--- src/rtl/segment_capture.sv ---
// segment_capture: receiver/decoder for a multiplexed 4-digit 7-segment clock display stream.
// Registers and glitch-filters digit-select/segment lines, decodes each stable pattern to
// BCD, assembles a 4-digit frame, range-checks it and publishes {hours, minutes} once two
// identical consecutive frames have been seen.
//
// Ports:
//   clock        system clock
//   reset        synchronous reset, active low
//   bytee[3:0]   digit select, one-hot: 0=min ones, 1=min tens, 2=hour ones, 3=hour tens
//   segment[6:0] segment pattern {g,f,e,d,c,b,a}, active high
//   data_out     {hours[5:0], minutes[5:0]} binary, held between updates
//   data_valid   one-cycle pulse when data_out updates
//   seg_err      one-cycle pulse: accepted digit had an undecodable pattern
//   range_err    one-cycle pulse: complete frame out of range
//   timeout_err  one-cycle pulse: frame not completed in time
module segment_capture #(
  parameter int unsigned STABLE_CYCLES = 4,
  parameter int unsigned TIMEOUT       = 4096
) (
  input  logic        clock,
  input  logic        reset,
  input  logic [3:0]  bytee,
  input  logic [6:0]  segment,
  output logic [11:0] data_out,
  output logic        data_valid,
  output logic        seg_err,
  output logic        range_err,
  output logic        timeout_err
);

  typedef enum logic [1:0] {StIdle, StCollect, StCheck} state_e;

  // Count value seen in the cycle before the dwell reaches STABLE_CYCLES samples.
  localparam logic [3:0]  AcceptCnt = 4'(STABLE_CYCLES - 2);
  localparam logic [15:0] TmoLast   = 16'(TIMEOUT - 1);

  state_e           state_q, state_d;
  logic [3:0]       byte_q, byte_d, byte_p_q, byte_p_d;
  logic [6:0]       seg_q, seg_d, seg_p_q, seg_p_d;
  logic [3:0]       cnt_q, cnt_d;
  logic [3:0]       mask_q, mask_d;
  logic [3:0][3:0]  dig_q, dig_d;
  logic [15:0]      tmo_q, tmo_d;
  logic [15:0]      last_q, last_d;
  logic             last_vld_q, last_vld_d;
  logic [11:0]      out_q, out_d;
  logic             valid_q, valid_d;
  logic             seg_err_q, seg_err_d;
  logic             range_err_q, range_err_d;
  logic             tmo_err_q, tmo_err_d;

  logic       same, one_hot, accept, dec_ok;
  logic [3:0] dec_val;
  logic [3:0] mask_new;
  logic [6:0] hrs, mins;

  always_comb begin
    dec_ok  = 1'b1;
    dec_val = 4'd0;
    case (seg_q)
      7'h3F:   dec_val = 4'd0;
      7'h06:   dec_val = 4'd1;
      7'h5B:   dec_val = 4'd2;
      7'h4F:   dec_val = 4'd3;
      7'h66:   dec_val = 4'd4;
      7'h6D:   dec_val = 4'd5;
      7'h7D:   dec_val = 4'd6;
      7'h07:   dec_val = 4'd7;
      7'h7F:   dec_val = 4'd8;
      7'h6F:   dec_val = 4'd9;
      default: dec_ok  = 1'b0;
    endcase
  end

  always_comb begin
    byte_d      = bytee;
    seg_d       = segment;
    byte_p_d    = byte_q;
    seg_p_d     = seg_q;
    state_d     = state_q;
    mask_d      = mask_q;
    dig_d       = dig_q;
    tmo_d       = tmo_q;
    last_d      = last_q;
    last_vld_d  = last_vld_q;
    out_d       = out_q;
    valid_d     = 1'b0;
    seg_err_d   = 1'b0;
    range_err_d = 1'b0;
    tmo_err_d   = 1'b0;

    same    = (byte_q == byte_p_q) && (seg_q == seg_p_q);
    one_hot = (byte_q != 4'd0) && ((byte_q & (byte_q - 4'd1)) == 4'd0);
    if (!same)                cnt_d = 4'd0;
    else if (cnt_q == 4'hF)   cnt_d = cnt_q;
    else                      cnt_d = cnt_q + 4'd1;
    accept = same && (cnt_q == AcceptCnt) && one_hot;

    mask_new = mask_q | byte_q;
    hrs      = 7'(dig_q[3]) * 7'd10 + 7'(dig_q[2]);
    mins     = 7'(dig_q[1]) * 7'd10 + 7'(dig_q[0]);

    unique case (state_q)
      StIdle: begin
        tmo_d = 16'd0;
        if (accept) begin
          if (!dec_ok) begin
            seg_err_d = 1'b1;
            mask_d    = 4'd0;
          end else begin
            for (int i = 0; i < 4; i++) begin
              if (byte_q[i]) dig_d[i] = dec_val;
            end
            mask_d  = mask_new;
            state_d = StCollect;
          end
        end
      end
      StCollect: begin
        tmo_d = tmo_q + 16'd1;
        // Timeout has priority: a digit accepted in the same cycle is dropped.
        if (tmo_q == TmoLast) begin
          tmo_err_d = 1'b1;
          mask_d    = 4'd0;
          tmo_d     = 16'd0;
          state_d   = StIdle;
        end else if (accept) begin
          if (!dec_ok) begin
            seg_err_d = 1'b1;
            mask_d    = 4'd0;
            tmo_d     = 16'd0;
            state_d   = StIdle;
          end else begin
            for (int i = 0; i < 4; i++) begin
              if (byte_q[i]) dig_d[i] = dec_val;
            end
            mask_d = mask_new;
            if (mask_new == 4'hF) state_d = StCheck;
          end
        end
      end
      StCheck: begin
        tmo_d   = 16'd0;
        mask_d  = 4'd0;
        state_d = StIdle;
        if (hrs > 7'd23 || mins > 7'd59) begin
          range_err_d = 1'b1;
          last_vld_d  = 1'b0;
        end else begin
          // Publish only when this frame repeats the previous in-range frame.
          if (last_vld_q && (dig_q == last_q)) begin
            out_d   = {hrs[5:0], mins[5:0]};
            valid_d = 1'b1;
          end
          last_d     = dig_q;
          last_vld_d = 1'b1;
        end
      end
      default: state_d = StIdle;
    endcase
  end

  always_ff @(posedge clock) begin
    if (!reset) begin
      state_q     <= StIdle;
      byte_q      <= 4'd0;
      seg_q       <= 7'd0;
      byte_p_q    <= 4'd0;
      seg_p_q     <= 7'd0;
      cnt_q       <= 4'd0;
      mask_q      <= 4'd0;
      dig_q       <= '0;
      tmo_q       <= 16'd0;
      last_q      <= 16'd0;
      last_vld_q  <= 1'b0;
      out_q       <= 12'd0;
      valid_q     <= 1'b0;
      seg_err_q   <= 1'b0;
      range_err_q <= 1'b0;
      tmo_err_q   <= 1'b0;
    end else begin
      state_q     <= state_d;
      byte_q      <= byte_d;
      seg_q       <= seg_d;
      byte_p_q    <= byte_p_d;
      seg_p_q     <= seg_p_d;
      cnt_q       <= cnt_d;
      mask_q      <= mask_d;
      dig_q       <= dig_d;
      tmo_q       <= tmo_d;
      last_q      <= last_d;
      last_vld_q  <= last_vld_d;
      out_q       <= out_d;
      valid_q     <= valid_d;
      seg_err_q   <= seg_err_d;
      range_err_q <= range_err_d;
      tmo_err_q   <= tmo_err_d;
    end
  end

  assign data_out    = out_q;
  assign data_valid  = valid_q;
  assign seg_err     = seg_err_q;
  assign range_err   = range_err_q;
  assign timeout_err = tmo_err_q;

endmodule

--- config.mk ---
export PLATFORM = sky130hd
export DESIGN_NAME = segment_capture
export DESIGN_NICKNAME = d
export VERILOG_FILES = /design/src/rtl/segment_capture.sv
export SDC_FILE = /design/constraint.sdc
export NUM_CORES = 1
export LEC_CHECK = 0
export CORE_MARGIN = 2
export CORE_UTILIZATION = 50
export DETAILED_ROUTE_END_ITERATION = 8
export PLACE_DENSITY_LB_ADDON = 0.15
export SLEW_MARGIN = 25
export SYNTH_ARGS = -nofsm -noshare
export SYNTH_HDL_FRONTEND = slang
export SYNTH_SLANG_ARGS = --single-unit
--- constraint.sdc ---
create_clock -name clock -period 4.92 [get_ports clock]
set_input_delay 1.23 -clock clock [delete_from_list [all_inputs] [get_ports clock]]
set_output_delay 1.23 -clock clock [all_outputs]
set_load 0.03 [all_outputs]
# ---- Yosys cells after proc, flatten, opt, wreduce, memory -nomap -nowiden
# Cells that the tools add are included.
dict set report totals {
  register_bits 97
  latchBits 0
  ram_bits 0
  mem_bits_ro 0
  inputBits 13
  output_inout_bits 16
  word_cells 112
  n_memories 0
}
dict set report classes {
  add_sub_neg 5
  multipliers 2
  div_mod_pow 0
  magnitude_cmp 2
  n_eq_ne 24
  shift 0
  n_mux 33
  n_bitwise 5
  reduce_logical 22
}
# op n
set ops {}
lappend ops {{$mux 16} 6}
lappend ops {{$pmux 16 s2} 2}
lappend ops {{$eq 7x7->1 const B} 7}
lappend ops {{$pmux 4 s9} 1}
lappend ops {{$mux 4} 7}
lappend ops {{$add 16x1->16 const B} 1}
lappend ops {{$eq 16x12->1 const B} 1}
lappend ops {{$eq 16x16->1} 1}
lappend ops {{$add 7x4->7} 2}
lappend ops {{$eq 7x3->1 const B} 2}
lappend ops {{$mul 4x3->6 const B} 2}
lappend ops {{$mux 2} 6}
lappend ops {{$pmux 4 s3} 1}
lappend ops {{$reduce_and 2->1} 5}
lappend ops {{$reduce_or 10->1} 1}
lappend ops {{$eq 4x4->1 const B} 2}
lappend ops {{$mux 1} 8}
lappend ops {{$eq 7x6->1 const B} 1}
lappend ops {{$eq 7x7->1} 1}
lappend ops {{$gt 7x5->1 const B} 1}
lappend ops {{$gt 7x6->1 const B} 1}
lappend ops {{$ne 2x2->1 const B} 3}
lappend ops {{$logic_and 1x1->1} 5}
lappend ops {{$add 4x1->4 const B} 1}
lappend ops {{other kinds (22)} 25}

# ---- Logic depth before layout (Yosys ltp)
# Gate-level depths: netlist of the first run.
dict set report depth {
  word_depth 8
  depth_mapped 12
  mapped_depth_nobuf 10
}

# ---- Worst setup path before layout of the first run
# No wires, ideal clock.
dict set report synth_path {
  path_type {input -> register}
  from {input port reset}
  to {register dig_q[13] (netlist bit)}
  t_arrival_ps 2620
  t_required_ps 4848
  setup_slack_ps 2228
  cell_stages 5
  n_path_buf 3
  path_cell_list {clkbuf_1 > clkbuf_1 > dlygate4sd3_1 > nand2_1 > mux2i_1}
}
# element line_no
set synth_lines {}
lappend synth_lines {{from (decl)} 21} ;# input logic reset,
lappend synth_lines {{to (signal assigned)} 189} ;# dig_q <= dig_d;
lappend synth_lines {{to (decl)} 42} ;# logic [3:0][3:0] dig_q, dig_d;

# ---- Worst setup path after layout of the first run
dict set report layout_path {
  from {register dig_q[5] (netlist bit)}
  to {register last_q[10]}
}
dict set report layout_via {
  elab_chain_cells 6
}
# element line_no
set layout_lines {}
lappend layout_lines {{$mul 4x3->6} 101} ;# mins = 7'(dig_q[1]) * 7'd10 + 7'(dig_q[0]);
lappend layout_lines {{$add 7x4->7} 101}
lappend layout_lines {{$gt 7x6->1} 146} ;# if (hrs > 7'd23 || mins > 7'd59) begin
lappend layout_lines {{$logic_or 1x1->1} 146}
lappend layout_lines {{$not 1->1 (no source line)} n/a}
lappend layout_lines {{$reduce_and 2->1 (no source line)} n/a}
lappend layout_lines {{to (signal assigned)} 191} ;# last_q <= last_d;
lappend layout_lines {{to (decl)} 44} ;# logic [15:0] last_q, last_d;
# Every way passes these cells.
# A chain may end at the register's enable or synchronous reset.

==> results.md, run 1 <==
* Netlist Area Pre-Place at 5030 µm²
* Insertion delay to the later sink of the worst-skew pair at 0.37 ns
* Number of stages on the worst hold path at 1
* Largest voltage drop on the vdd net at 0.174 mV
* Cell type contributing the most total cell area after synthesis: dfxtp_1
* Power density relative to cell area at 262 nW/µm²
* Path type of the worst min-delay path: reg -> reg
* Most frequent cells in the layout: dfxtp_1, nand2_1, o21ai_0
* # fillers at 902
* Post-route fraction of the period consumed by the critical path at 70.8%
* Biggest area contributors in the synthesized netlist: dfxtp_1, xnor2_1, ha_1
* GRT Resource Usage Total at 20.7%
* Routed vias at 4168
* Reg2Reg Depth at 10
* Final Max Slew Viols at 0
* Number of warnings reported in the yosys synthesis log at 0
* Commonest register cell after synthesis: dfxtp_1
* Initial antenna violation count at 0
* Fin Setup TNS at 0 ns
* Routability-driven placement congestion ratio at 0.873
* Total power consumption of the routed design at 1.46 mW
* Final setup violation count at 0
* Beginning of the worst register-to-register path: dig_q[5]
* # H-tree levels at 3
* Area of the multi-input gates at 2840 µm²
* Antenna viol nets, final at 0
* Worst clock skew at 0.0128 ns
* Unrepaired setup endpoints after global routing: false
* Commonest non-fill, non-tap cell in the layout: dfxtp_1
* Setup CP Type: reg -> reg
* Buffer type at the clock tree root: clkbuf_8
* Relative slew slack at 31.8%
* CORE AREA at 9770 µm²
* Hold endpoint: data_out[11]
* DRC violations left at 0
* Vias per cell at 5.81
* CP Launch Type: register
* Layout overhead on the synthesized area at 10.6%
* Pin count of the biggest net entering global routing at 45
* Fin. Hold Viols at 0
* Critical register-to-register path endpoint: last_q[10]
* Async set-reset flop share out of synthesis at 0%
* Post-synthesis register bit count at 97
* Clock transition at the registers of the reported paths at 0.08 ns
* First-pass GRT wire length at 18600 µm
* Number of placement rows at 36
* Yosys cell types at 71
* Maximum number of buffers from clock root to sink at 2
* Count of flip-flops with a built-in enable after synthesis at 0
* Endpoint class of the critical path: register
* Starting Density at 51.5%
* Share of the synthesized area in the top cell type at 38.6%
* Port buffer count at 28
* Mapped Cells at 567
* Data arrival time of the worst path at 3.78 ns
* Max Clk Rate at 0.287 GHz
* Num ports at 29
* Layout cell share with drive strength beyond 1 at 6.15%
* Number of buffers inserted to repair setup after CTS at 0
* Detailed router's first-iteration violation count at 171
* Status: complete, no violations
* Via count of the first global-routing pass at 3888
* Post-detailed-placement half-perimeter wirelength at 7710 µm
* TritonCTS clock tree: built
* Sequential-to-total area share from yosys stat at 38.6%
* Antenna diode count at 0
* Number of detailed-routing iterations run before antenna repair at 4
* Total overflow reported by the global router at 0
* Resized Gates After CTS at 0
* Final routed wirelength across all metal layers at 10900 µm
* Mean instance size in the synthesized netlist at 8.88 µm²
* Nets in the synthesized netlist at 604
* Setup slack on the worst flop-to-flop path at 1.44 ns
* Hold bufs inserted after CTS at 0
* Post-layout nets at 617
* Worst hold start: data_out[11]
* Clk sink count at 97
* Final standard cell area without fillers at 5570 µm²
* Die Width at 104 µm
* Leakage component of the power at 1.95 nW
* Register cell area after layout at 1940 µm²
* Worst-Margin Slew at 1.02 ns
* Worst EP required at 5.21 ns
* Area after DPL at 5360 µm²
* Wire length per cell after detailed routing at 15.2 µm
* Max Fanout on Critical Path at 16
* Post-layout min period at 3.48 ns
* Die Area at 10900 µm²
* Max capacitance violation total at 0
* Number of buffers created by CTS at 9
* Vertical extent of the die at 104 µm
[per-stage QoR]
step / setup WS, ns / hold WS, ns / instances / util, %
2_1_floorplan: 2.23 / 0.434 / 567 / -
3_3_place_gp: 1.60 / 0.452 / 702 / 54.8
3_5_place_dp: 1.51 / 0.454 / 702 / 54.8
4_1_cts: 1.48 / 0.467 / 718 / 57.0
5_1_grt: 1.29 / 0.481 / 718 / 57.0
6_report: 1.44 / 0.464 / 718 / 57.0
[critical path: stages, from the launching register on]
cell and delay (ns):
dfxtp_1 0.51, ha_1 0.30, ha_1 0.19, inv_1 0.06, fa_1 0.47, xor2_1 0.19
a32o_1 0.25, o211ai_1 0.81, buf_4 0.35, o21ai_0 0.09, a21oi_1 0.18
[where the power goes]
group          switching [mW]  internal [mW]  total (mW)
registers              0.0134          0.795       0.809
logic                  0.0591         0.0380      0.0970
clock network           0.271          0.284       0.555
total                   0.344           1.12        1.46
[sequential cells by signal, summed over array words and instances (netlist names), 4 cells and up]
| name | cells |
|---|---|
| byte_p_d | 4 |
| data_out | 12 |
| dig_q | 16 |
| seg_p_q | 7 |
| seg_p_d | 7 |
| last_q | 16 |
| cnt_q | 4 |
| byte_p_q | 4 |
| tmo_q | 16 |
| mask_q | 4 |
[routing by layer]
| layer | part of all wire [%] | track usage [%] |
|---|---|---|
| met1 | 47 | 27.9 |
| met5 | 0 | 0 |
| met2 | 48 | 33.1 |
| met4 | 1.3 | 7.43 |
| met3 | 3.3 | 3.70 |
[logic make-up (layout without fill, tap and decap cells)]
logic type | count (synthesis) | in the layout | synth area share [%]
AOI/OAI and AO/OA | 130 | 130 | 17.1
DFF | 97 | 97 | 38.6
xor gates and xnor gates | 43 | 43 | 7.48
and+or+nand+nor | 202 | 202 | 22.1
buffers and inverters | 55 | 73 | 5.05
adders and majority gates | 24 | 24 | 6.56
muxes | 16 | 16 | 3.18
[how the worst max path moves through the flow]
stage             endpoint  startpoint
2_1_floorplan    dig_q[13]       reset
3_3_place_gp   data_out[5]    dig_q[5]
3_5_place_dp    last_q[10]    dig_q[5]
4_1_cts         last_q[10]    dig_q[5]
5_1_grt         last_q[12]    dig_q[5]
6_report        last_q[10]    dig_q[5]
[cell usage after synthesis (3+ instances only)]
| cell type | n |
|---|---|
| nor3_1 | 11 |
| o211ai_1 | 7 |
| o21ai_0 | 38 |
| and2_1 | 21 |
| buf_2 | 6 |
| nor2_1 | 25 |
| and3_1 | 9 |
| nor2b_1 | 4 |
| nand3_1 | 37 |
| inv_1 | 22 |
| fa_1 | 4 |
| a21oi_1 | 33 |
| o311ai_1 | 3 |
| a41oi_1 | 5 |
| xnor2_1 | 29 |
| a211oi_1 | 3 |
| nand2_1 | 43 |
| o211a_1 | 3 |
| ha_1 | 20 |
| nor4_1 | 6 |
| buf_6 | 3 |
| xor2_1 | 14 |
| nand3b_1 | 3 |
| a31oi_1 | 6 |
| mux2i_1 | 16 |
| o31ai_1 | 4 |
| clkbuf_1 | 18 |
| nand4_1 | 21 |
| dfxtp_1 | 97 |
| o22ai_1 | 6 |
[area by class of cell]
| cell class | count | share of cell area [%] |
|---|---|---|
| flip-flops and latches | 97 | 34.9 |
| repair buffers | 34 | 5.84 |
| clock inverters | 6 | 1.48 |
| well taps | 133 | 2.99 |
| inverters | 23 | 1.55 |
| multi-input cells | 415 | 51.0 |
| clock buffers | 10 | 2.29 |
(Power assumes the default switching activity.)
==> inputs of run 2 (changes only) <==
clock period = 3.3 ns   (was 4.92 ns; I/O delays follow)
==> results.md, run 2 (synthesis gave the netlist of run 1 again) <==
* Largest registers: dig_q x16, last_q x16, tmo_q x16
* DRC violations left at 0 (unchanged)
* Largest voltage drop on the vdd net at 0.202 mV (+16%)
* Total power consumption of the routed design at 2.08 mW (+42%)
* Final setup violation count at 0 (unchanged)
* Max Clk Rate at 0.327 GHz (+14%)
* Clock transition at the registers of the reported paths at 0.09 ns (about the same)
* Max Fanout on Critical Path at 15 (-1)
* Relative contribution of the clock network to total power at 34.8% (-3.2 points)
* Resized Gates After CTS at 0 (unchanged)
* Antenna viol nets, final at 0 (unchanged)
* Worst-Margin Slew at 0.642 ns (-0.377 ns)
* Share of power burned in registers at 58.0% (+2.6 points)
* Routed vias at 4179 (+0.26%)
* Commonest non-fill, non-tap cell in the layout: dfxtp_1
* Most frequent cells in the layout: dfxtp_1, nand2_1, o21ai_0
* Worst EP required at 3.60 ns (-1.61 ns)
* Switching component of the power at 519 µW (+51%)
* Hold endpoint: tmo_q[15]
* # H-tree levels at 3 (unchanged)
* Fin Setup TNS at 0 ns (unchanged)
* Fin. Hold Viols at 0 (unchanged)
* Reg2Reg Depth at 10 (unchanged)
* Maximum number of buffers from clock root to sink at 2 (unchanged)
* Critical register-to-register path endpoint: last_q[14]
* Number of buffers inserted to repair setup after CTS at 0 (unchanged)
* Die Area at 10900 µm² (unchanged)
* Port buffer count at 28 (unchanged)
* Worst clock skew at 0.00956 ns (-0.00320 ns)
* Switching power as a share of total power at 25.0% (+1.4 points)
* Path type of the worst min-delay path: reg -> reg
* Relative slew slack at 57.0% (+25 points)
* Number of stages on the worst hold path at 1 (unchanged)
* Number of detailed-routing iterations run before antenna repair at 5 (+1)
* CORE AREA at 9770 µm² (unchanged)
* Setup slack on the worst flop-to-flop path at 0.24 ns (-1.20 ns)
* First-pass GRT wire length at 18700 µm (+0.64%)
* Internal power at 1.56 mW (+40%)
* TritonCTS clock tree: built
* Number of placement rows at 36 (unchanged)
* Wire length per cell after detailed routing at 15.2 µm (+0.12%)
* Vias per cell at 5.75 (-0.98%)
* Insertion delay to the later sink of the worst-skew pair at 0.37 ns (about the same)
* Beginning of the worst register-to-register path: dig_q[5]
* Post-layout min period at 3.06 ns (-0.425 ns)
* Endpoint class of the critical path: register
* Data arrival time of the worst path at 3.36 ns (-0.42 ns)
* Layout cell share with drive strength beyond 1 at 7.58% (+1.4 points)
* Routability-driven placement congestion ratio at 0.860 (-1.5%)
* Power density relative to cell area at 371 nW/µm² (+41%)
* Status: complete, no violations
* Final standard cell area without fillers at 5610 µm² (+0.72%)
* Initial antenna violation count at 0 (unchanged)
* Post-detailed-placement half-perimeter wirelength at 7990 µm (+3.6%)
* Number of buffers created by CTS at 9 (unchanged)
* Unrepaired setup endpoints after global routing: false
* Leakage component of the power at 1.97 nW (+1.2%)
* Area after DPL at 5430 µm² (+1.3%)
* Total overflow reported by the global router at 0 (unchanged)
* # fillers at 907 (+0.55%)
* Final Max Slew Viols at 0 (unchanged)
* Via count of the first global-routing pass at 3834 (-1.4%)
* Setup CP Type: reg -> reg
* Hold bufs inserted after CTS at 0 (unchanged)
* Pin count of the biggest net entering global routing at 31 (-31%)
* Worst hold start: tmo_q[15]
* Detailed router's first-iteration violation count at 220 (+29%)
* Post-route fraction of the period consumed by the critical path at 92.7% (+22 points)
* Post-layout nets at 626 (+1.5%)
* Final routed wirelength across all metal layers at 11100 µm (+1.4%)
* Antenna diode count at 0 (unchanged)
* Combinational Power Share at 7.2% (+0.6 points)
* Max capacitance violation total at 0 (unchanged)
* Layout overhead on the synthesized area at 11.4%
* Clk sink count at 97 (unchanged)
* Starting Density at 51.5% (unchanged)
* Die Width at 104 µm (unchanged)
* GRT Resource Usage Total at 21.0% (+0.31 points)
* Num ports at 29 (unchanged)
* Vertical extent of the die at 104 µm (unchanged)
* Buffer type at the clock tree root: clkbuf_8
* CP Launch Type: register
run 2: changes by cell type in the layout (fill, tap and decap cells not counted):
cell / before / now
buf_4: 6 / 15
bufinv_16: 2 / 0
clkbuf_8: 9 / 11
clkinv_2: 3 / 1
clkinvlp_4: 1 / 3
run 2: metrics by stage:
| step | hold WS (ns) | instances | utilization [%] | setup slack (ns) |
|---|---|---|---|---|
| 2_1_floorplan | 0.434 | 567 | - | 0.617 |
| 3_3_place_gp | 0.449 | 711 | 55.5 | 0.344 |
| 3_5_place_dp | 0.455 | 711 | 55.5 | 0.264 |
| 4_1_cts | 0.468 | 727 | 57.4 | 0.245 |
| 5_1_grt | 0.482 | 727 | 57.4 | 0.0161 |
| 6_report | 0.462 | 727 | 57.4 | 0.240 |
run 2: worst max-delay path by stage:
stage                     slack (ns)  cells after the start         end  startpoint
after global routing            0.02                     10  last_q[12]    dig_q[5]
after CTS                       0.25                     10  last_q[14]    dig_q[5]
after global placement          0.34                     10  last_q[13]    dig_q[5]
after detailed placement        0.26                     10  last_q[14]    dig_q[5]
after floorplan                 0.62                     11  last_q[15]    dig_q[5]
final                           0.24                     10  last_q[14]    dig_q[5]
run 2: critical path, cell delays in order, from the launching register on:
cell and delay (ns):
dfxtp_1 0.46, ha_1 0.28, ha_1 0.20, inv_1 0.06, fa_1 0.47, xor2_1 0.19
a221oi_1 0.31, o211a_1 0.48, buf_4 0.30, nand3_1 0.09, a21oi_1 0.15
run 2: routing by layer:
metal | vias up | routed length (µm) | GRT usage, %
li1 | 2090 | - | -
met1 | 2007 | 5200 | 28.0
met2 | 68 | 5360 | 34.5
met3 | 14 | 367 | 3.26
met4 | 0 | 162 | 7.43
met5 | - | 0 | 0
run 2: cell type report:
type                    count  area (µm²)  share of cell area [%]
repair buffers             43         393                    7.01
clock buffers              12         155                    2.77
multi-input cells         415        2840                    50.6
well taps                 133         166                    2.97
inverters                  23        86.3                    1.54
clock inverters             4        27.5                   0.491
flip-flops and latches     97        1940                    34.6
run 2: power by group through the flow:
stage          Sequential, mW  Clock (mW)  Combinational, mW
2_1_floorplan            1.23           0              0.109
6_report                 1.21       0.723              0.149
4_1_cts                  1.21       0.746              0.149
3_5_place_dp             1.23           0              0.148
5_1_grt                  1.21       0.792              0.164
3_3_place_gp             1.23           0              0.145
==> inputs of run 3 (changes only) <==
==> constraint.sdc (replaced) <==
create_clock -name clock -period 3.2 [get_ports clock]
set_input_delay 0.64 -clock clock [delete_from_list [all_inputs] [get_ports clock]]
set_output_delay 0.64 -clock clock [all_outputs]
set_load 0.03 [all_outputs]
==> results.md, run 3 (synthesis gave the netlist of run 1 again) <==
* Status: complete, no violations
* Resized Gates After CTS at 0 (unchanged)
* Post-layout nets at 628 (+0.32%)
* Layout overhead on the synthesized area at 12.4%
* Number of placement rows at 36 (unchanged)
* Routability-driven placement congestion ratio at 0.810 (-5.8%)
* TritonCTS clock tree: built
* Pin count of the biggest net entering global routing at 53 (+71%)
* Power density relative to cell area at 394 nW/µm² (+6.4%)
* Final routed wirelength across all metal layers at 11400 µm (+2.9%)
* Post-layout min period at 2.84 ns (-0.224 ns)
* Hold bufs inserted after CTS at 0 (unchanged)
* Detailed router's first-iteration violation count at 212 (-3.6%)
* Path type of the worst min-delay path: reg -> reg
* Largest voltage drop on the vdd net at 0.228 mV (+13%)
* DRC violations left at 0 (unchanged)
* Routed vias at 4211 (+0.77%)
* Number of detailed-routing iterations run before antenna repair at 5 (unchanged)
* GRT Resource Usage Total at 21.5% (+0.51 points)
* Fin. Hold Viols at 0 (unchanged)
* Antenna diode count at 0 (unchanged)
* Wire length per cell after detailed routing at 15.7 µm (+2.7%)
* Relative slew slack at 59.1% (+2.1 points)
* # fillers at 904 (-0.33%)
* Routed wl met2 at 5380 µm (+0.35%)
* Area of the multi-input gates at 2840 µm² (unchanged)
* Maximum number of buffers from clock root to sink at 2 (unchanged)
* Unrepaired setup endpoints after global routing: false
* Insertion delay to the later sink of the worst-skew pair at 0.37 ns (about the same)
* Max Fanout on Critical Path at 26 (+11)
* Commonest non-fill, non-tap cell in the layout: dfxtp_1
* Final setup violation count at 0 (unchanged)
* Setup Slack @ Placement at 0.385 ns (+0.121 ns)
* Number of buffers created by CTS at 9 (unchanged)
* Post-route fraction of the period consumed by the critical path at 88.6% (-4.1 points)
* Final standard cell utilization of the core at 57.9% (+0.50 points)
* Top sig layer: met4
* Num ports at 29 (unchanged)
* Area after DPL at 5450 µm² (+0.51%)
* Clock transition at the registers of the reported paths at 0.10 ns (about the same)
* Register cell area after layout at 1940 µm² (unchanged)
* Total overflow reported by the global router at 0 (unchanged)
* Antenna viol nets, final at 0 (unchanged)
* Max capacitance violation total at 0 (unchanged)
* Post-layout worst setup margin at 0.364 ns (+0.124 ns)
* Via count of the first global-routing pass at 3946 (+2.9%)
* Starting Density at 51.5% (unchanged)
* Total power consumption of the routed design at 2.23 mW (+7.3%)
* Number of buffers inserted to repair setup after CTS at 0 (unchanged)
* # H-tree levels at 3 (unchanged)
* Met3 Wirelength at 410 µm (+12%)
* Endpoint class of the critical path: register
* Fin Setup TNS at 0 ns (unchanged)
* Initial antenna violation count at 0 (unchanged)
* Port buffer count at 28 (unchanged)
* Vias per cell at 5.78 (+0.49%)
* Final standard cell area without fillers at 5660 µm² (+0.87%)
* Wire length the detailed router placed on met1 at 5430 µm (+4.6%)
* CORE AREA at 9770 µm² (unchanged)
* First-pass GRT wire length at 19300 µm (+3.1%)
* Die Width at 104 µm (unchanged)
* Worst clock skew at 0.0144 ns (+0.00482 ns)
* Layout cell share with drive strength beyond 1 at 8.05% (+0.48 points)
* Most frequent cells in the layout: dfxtp_1, nand2_1, o21ai_0
* Vertical extent of the die at 104 µm (unchanged)
* Largest registers: dig_q x16, last_q x16, tmo_q x16
* Leakage component of the power at 2.00 nW (+1.8%)
* CP Launch Type: register
* Die Area at 10900 µm² (unchanged)
* Max Clk Rate at 0.353 GHz (+7.9%)
* Data arrival time of the worst path at 3.10 ns (-0.26 ns)
* Final Max Slew Viols at 0 (unchanged)
* Worst EP required at 3.46 ns (-0.14 ns)
* Post-detailed-placement half-perimeter wirelength at 8100 µm (+1.4%)
* Worst-Margin Slew at 0.611 ns (-0.0315 ns)
* Setup CP Type: reg -> reg
* Buffer type at the clock tree root: clkbuf_8
* Clk sink count at 97 (unchanged)
-- run 3: final timing paths --
kind / cells after the start / end / from / slack [ns]
setup / recovery: 10 / data_out[3] / dig_q[7] / 0.36
hold / removal: 1 / data_out[11] / data_out[11] / 0.47
hold reg to reg: 1 / data_out[11] / data_out[11] / 0.47
setup reg to reg: 10 / data_out[3] / dig_q[7] / 0.36
-- run 3: layer usage --
layer,up-vias,track usage (%)
li1,2092,-
met1,2020,28.8
met2,87,34.9
met3,12,2.88
met4,0,8.78
met5,-,0
-- run 3: through the flow --
step	hold WS [ns]	std cells
floorplan	0.434	567
finish	0.465	729
global route	0.483	729
global placement	0.446	713
detailed placement	0.455	713
CTS	0.468	729
-- run 3: final cells by class --
cell class              count  area share, %
clock buffers              10           2.43
flip-flops and latches     97           34.3
clock inverters             6           1.17
inverters                  23           1.53
multi-input cells         415           50.2
well taps                 133           2.94
repair buffers             45           7.43
-- run 3: power by group --
group          leakage (nW)  internal (mW)  total [mW]  switching [mW]
clock network         0.107          0.386       0.828           0.442
registers             0.786           1.22        1.24          0.0206
logic                  1.11         0.0629       0.159          0.0958
-- run 3: worst max-delay path, cell delays in order, from the launching register on --
cell and delay, ns:
dfxtp_1 0.42, ha_1 0.27, ha_1 0.19, inv_1 0.06
fa_1 0.47, xor2_1 0.19, a221oi_1 0.34, o211ai_1 0.21
buf_4 0.26, nor4_1 0.24, nor3_1 0.08
